--- src/rtl/mult_sched_pkg.sv ---
// Shared types and constants for the two-requester multiplier scheduler.
// State encoding, requester count and default watchdog limit live here.
package mult_sched_pkg;

    localparam int NUM_REQ                = 2;
    localparam int DEFAULT_TIMEOUT_CYCLES = 16;

    typedef enum logic [1:0] {
        IDLE   = 2'd0,
        LAUNCH = 2'd1,
        WAIT   = 2'd2,
        RESP   = 2'd3
    } state_t;

    // Index of the owner named by a one-hot two-bit grant.
    function automatic logic owner_idx(input logic [NUM_REQ-1:0] g);
        return g[1];
    endfunction

endpackage

--- src/rtl/rr_arb2.sv ---
// Two-way round-robin selector: pointer names the preferred requester,
// a lone request always wins.
module rr_arb2
    import mult_sched_pkg::*;
(
    input  logic [NUM_REQ-1:0] req,
    input  logic               pointer,
    output logic [NUM_REQ-1:0] grant
);

    always_comb begin
        grant = '0;
        case (req)
            2'b01:   grant = 2'b01;
            2'b10:   grant = 2'b10;
            2'b11:   grant = pointer ? 2'b10 : 2'b01;
            default: grant = 2'b00;
        endcase
    end

endmodule

--- src/rtl/mult_sched.sv ---
// Scheduler granting a shared multiplier datapath to one of two requesters.
// Optional watchdog on the WAIT state is enabled by MULT_SCHED_TIMEOUT_EN.
//
// Handshake: req is a level held by a requester wanting service; grant and
// dp_sel name the owner from IDLE exit until RESP; dp_start pulses once in
// LAUNCH; a job completes on a rising edge of dp_done seen in WAIT; ack pulses
// one cycle for the owner in RESP, with err alongside when the job timed out.
module mult_sched
    import mult_sched_pkg::*;
#(
    parameter int TIMEOUT_CYCLES = DEFAULT_TIMEOUT_CYCLES
) (
    input  logic               clk,
    input  logic               reset,
    input  logic [NUM_REQ-1:0] req,
    output logic [NUM_REQ-1:0] ack,
    output logic               err,
    output logic [NUM_REQ-1:0] grant,
    output logic               dp_start,
    output logic               dp_sel,
    input  logic               dp_done,
    output logic               busy,
    output state_t             state
);

    if (TIMEOUT_CYCLES < 1 || TIMEOUT_CYCLES > 255) begin : g_bad_timeout
        $error("TIMEOUT_CYCLES must be in 1..255");
    end

    logic               pointer;
    logic               done_q;
    logic               done_edge;
    logic [NUM_REQ-1:0] arb_grant;

    rr_arb2 u_arb (
        .req     (req),
        .pointer (pointer),
        .grant   (arb_grant)
    );

    // done_q resets high so a done level present at startup is not an edge.
    assign done_edge = dp_done & ~done_q;
    assign busy      = (state != IDLE);

`ifdef MULT_SCHED_TIMEOUT_EN
    logic [7:0] wdog;
    logic       err_q;
    logic       timed_out;

    assign timed_out = (wdog == 8'(TIMEOUT_CYCLES - 1));
    assign err       = err_q;
`else
    assign err = 1'b0;
`endif

    always_ff @(posedge clk) begin
        if (reset) begin
            state    <= IDLE;
            pointer  <= 1'b0;
            grant    <= '0;
            dp_sel   <= 1'b0;
            ack      <= '0;
            dp_start <= 1'b0;
            done_q   <= 1'b1;
`ifdef MULT_SCHED_TIMEOUT_EN
            err_q    <= 1'b0;
            wdog     <= 8'd0;
`endif
        end else begin
            done_q   <= dp_done;
            ack      <= '0;
            dp_start <= 1'b0;
`ifdef MULT_SCHED_TIMEOUT_EN
            err_q    <= 1'b0;
`endif
            case (state)
                IDLE: begin
                    if (|req) begin
                        grant    <= arb_grant;
                        dp_sel   <= owner_idx(arb_grant);
                        dp_start <= 1'b1;
                        state    <= LAUNCH;
                    end
                end
                LAUNCH: begin
`ifdef MULT_SCHED_TIMEOUT_EN
                    wdog  <= 8'd0;
`endif
                    state <= WAIT;
                end
                WAIT: begin
                    if (done_edge) begin
                        ack   <= grant;
                        state <= RESP;
                    end
`ifdef MULT_SCHED_TIMEOUT_EN
                    else if (timed_out) begin
                        ack   <= grant;
                        err_q <= 1'b1;
                        state <= RESP;
                    end else begin
                        wdog <= wdog + 8'd1;
                    end
`endif
                end
                RESP: begin
                    // The non-owner becomes preferred for the next arbitration.
                    pointer <= ~owner_idx(grant);
                    grant   <= '0;
                    state   <= IDLE;
                end
                default: state <= IDLE;
            endcase
        end
    end

endmodule

--- config.mk ---
export PLATFORM = sky130hd
export DESIGN_NAME = mult_sched
export DESIGN_NICKNAME = d
export VERILOG_FILES = /design/src/rtl/mult_sched_pkg.sv /design/src/rtl/rr_arb2.sv /design/src/rtl/mult_sched.sv
export SDC_FILE = /design/constraint.sdc
export NUM_CORES = 1
export LEC_CHECK = 0
export BUFFER_PORTS_ARGS = -buffer_cell sky130_fd_sc_hd__buf_4
export CORE_AREA = 2 2 39 41
export CTS_CLUSTER_SIZE = 40
export DETAILED_ROUTE_END_ITERATION = 7
export DIE_AREA = 0 0 41 43
export PLACE_DENSITY = 0.64
export SYNTH_ARGS = -nofsm -noshare
export SYNTH_HDL_FRONTEND = slang
export SYNTH_SLANG_ARGS = --single-unit
export TNS_END_PERCENT = 50
--- constraint.sdc ---
create_clock -name clk -period 3.3 [get_ports clk]
set_input_delay 0 -clock clk [delete_from_list [all_inputs] [get_ports clk]]
set_output_delay 0 -clock clk [all_outputs]
set_load 0.02 [all_outputs]
==> qor.yml <==
sta:
  rsz0062_at_grt: "no"
  finalSetupViolations: 0
  fin_crit_sh_pct: 41.3
  fin_crit_ns: 1.36
  skew_ns: 0.00588
  hold_violations: 0
  clock.fmax_mhz: 733
  fin_tns_setup_ns: 0
  drv_slew: 0
synth:
  ys.flop_type: "dfxtp_1"
  async_flop_share_pct: 0
  yosysTopAreaCell: "dfxtp_1"
  yosys_warnings: 0
  synth_edf_count: 0
  yosysMostFrequentCell: "dfxtp_1"
  syn_inst: 47
  synth_area_per_cell_um2: 9.50
  ys_seq_area_share_pct: 44.8
  post-synth-top-area-fraction_pct: 44.8
  syn_area_um2: 447
  netlist_top_cells_count: "dfxtp_1, inv_1, nor2_1"
  synth_nets: 55
  ys_top_cells_by_area: "dfxtp_1, ha_1, mux2i_1, inv_1, nor3b_4"
  ys_seq_elements: 10
  synth_cell_types: 22
detailed_routing:
  dr.pass1.iters: 4
  viasPerCell: 4.54
  routedWlPerCell_um: 10.3
  dr_total_vias: 368
  drt-total-wl_um: 831
  ant_nets: 0
  drt_iter0_markers: 3
  drc: 0
layout:
  n_antenna_cell: 0
  layout.nets: 74
  fillers: 141
  layoutNonFillerInstCount: 81
  drive_above_1_share_pct: 30.8
  syn_to_final_growth_pct: 38.7
setup_path:
  critPathLaunchType: "input pin"
  r2r-start: "state[0]$_SDFFE_PP0P_"
  end_kind: "flop"
  crit_type: "in -> reg"
  critPathRequiredTime_ns: 3.45
  critical_path_arrival_ns: 1.52
  critPathLaunch: "reset"
  r2r_setup_slack_ns: 1.95
  crit_fanout: 8
cts:
  worstSkewPairLatency_ns: 0.27
  cts_tree: "yes"
  cts_buffers: 3
  cts_buffer_depth: 2
  cts.htree.levels: 1
  cts_setup_buffers: 0
  clk_pin_slew_worst_paths_ns: 0.07
  cts_sinks: 10
  root_buffer: "clkbuf_4"
power:
  max-vdd-ir-drop_uv: 201
  intPower_uw: 301
  p_per_area_mw_per_mm2: 752
  seq_power_share_pct: 35.2
  pwr-share-clk_pct: 23.5
  power.leakage_nw: 0.285
  combinationalPowerShare_pct: 41.3
  swShare_pct: 35.3
  switching_power_uw: 164
grt:
  grt_pass1_vias: 366
  grt_use_total_pct: 13.2
  grt_pass1_wl_mm: 1.48
  grt_antenna_before_repair: 0
  grt_overflow_total: 0
  grt_max_degree: 9
die:
  die_area_mm2: 0.00176
  die_w_um: 41
  rows: 14
  die_y_um: 43
  io_pins: 15
  start_util_pct: 32.3
  coreArea_mm2: 0.00138
placement:
  routabilityCongestion: 0.717
  port_buffers: 13
  dpl.hpwl_um: 617
  dp.cells: 74
status:
  status: "finished clean"
worst_hold_path:
  hp-class: "in -> reg"
  hp-start: "req[1]"
flow_run:
  drv_cap: 0
placed cells by master (no fill, tap or decap):
cell / synthesis / routed
buf_4: 1 / 13
dfxtp_1: 10 / 10
inv_1: 5 / 5
nor2_1: 4 / 4
nand2_1: 3 / 3
ha_1: 3 / 3
clkbuf_4: 0 / 3
dlygate4sd3_1: 0 / 3
nand2b_1: 2 / 2
mux2i_1: 2 / 2
and2_1: 2 / 2
o21ai_0: 2 / 2
a21oi_1: 2 / 2
a32oi_1: 1 / 1
nor3b_4: 1 / 1
a21oi_2: 1 / 1
or2_2: 1 / 1
o221a_1: 1 / 1
nor3b_1: 1 / 1
a211o_1: 1 / 1
nand4b_1: 1 / 1
nor3_1: 1 / 1
conb_1: 1 / 1
clkbuf_8: 0 / 1
routing by layer:
metal  up-vias  part of all wire [%]  global-route usage (%)
li1        188                     -                       -
met1       164                    39                    14.6
met2        11                    50                    18.4
met3         5                   5.3                    3.14
met4         0                   5.5                    14.0
met5         -                     0                       0
metrics by stage:
step	area, um^2	worst slack [ns]	util, %	hold slack, ns	power, mW
finish	619	1.94	44.8	0.0324	0.466
global route	619	1.83	44.8	0.0538	0.502
CTS	619	1.95	44.8	0.0261	0.472
detailed placement	553	1.96	40.0	0.201	0.357
global placement	553	2.00	40.0	0.199	0.355
floorplan	447	1.95	-	0.107	0.291
cells by family after synthesis:
| kind of cell | Yosys count | share of synthesized area, % |
|---|---|---|
| and+or+nand+nor | 16 | 21.8 |
| DFF | 10 | 44.8 |
| AOI/OAI and AO/OA | 8 | 12.9 |
| buffers and inverters | 7 | 6.72 |
| adders and majority gates | 3 | 8.40 |
| muxes | 2 | 4.48 |
| other | 1 | 0.840 |
power by group through the flow:
| stage | clock network [mW] | registers (mW) | logic [mW] |
|---|---|---|---|
| after global placement | 0 | 0.166 | 0.189 |
| after global routing | 0.120 | 0.167 | 0.216 |
| final | 0.109 | 0.164 | 0.193 |
| after floorplan | 0 | 0.188 | 0.103 |
| after detailed placement | 0 | 0.166 | 0.191 |
| after CTS | 0.114 | 0.164 | 0.194 |
final cells by class:
type | instances | area (um^2) | area share [%]
well taps | 16 | 20.0 | 3.23
inverters | 5 | 18.8 | 3.03
clock buffers | 4 | 36.3 | 5.86
repair buffers | 16 | 128 | 20.6
flip-flops and latches | 10 | 200 | 32.3
multi-input cells | 30 | 216 | 34.9
timing repair:
action / CTS / global route
endpoints found under the setup margin: 0 / 0
hold buffers: 3 / 0
resized for setup: 0 / 0
hold endpoints to repair: 6 / 0
critical path, stage by stage:
cell and delay, ns:
dlygate4sd3_1 0.54, buf_4 0.17, or2_2 0.26, dlygate4sd3_1 0.55
final timing paths:
kind | to | cells past startpoint
worst max-delay path | done_q$_SDFF_PP1_ | 4
worst min-delay path | dp_start$_SDFF_PP0_ | 3
worst max register to register | state[0]$_SDFFE_PP0P_ | 5
worst min register to register | grant[0]$_SDFFE_PP0P_ | 2
registers in the layout (all words and copies together), names as in the netlist:
register and flops:
ack 2, state 2, pointer 1, grant 2
done_q 1, dp_sel 1, dp_start 1
Power figures use the tool's default switching activity.
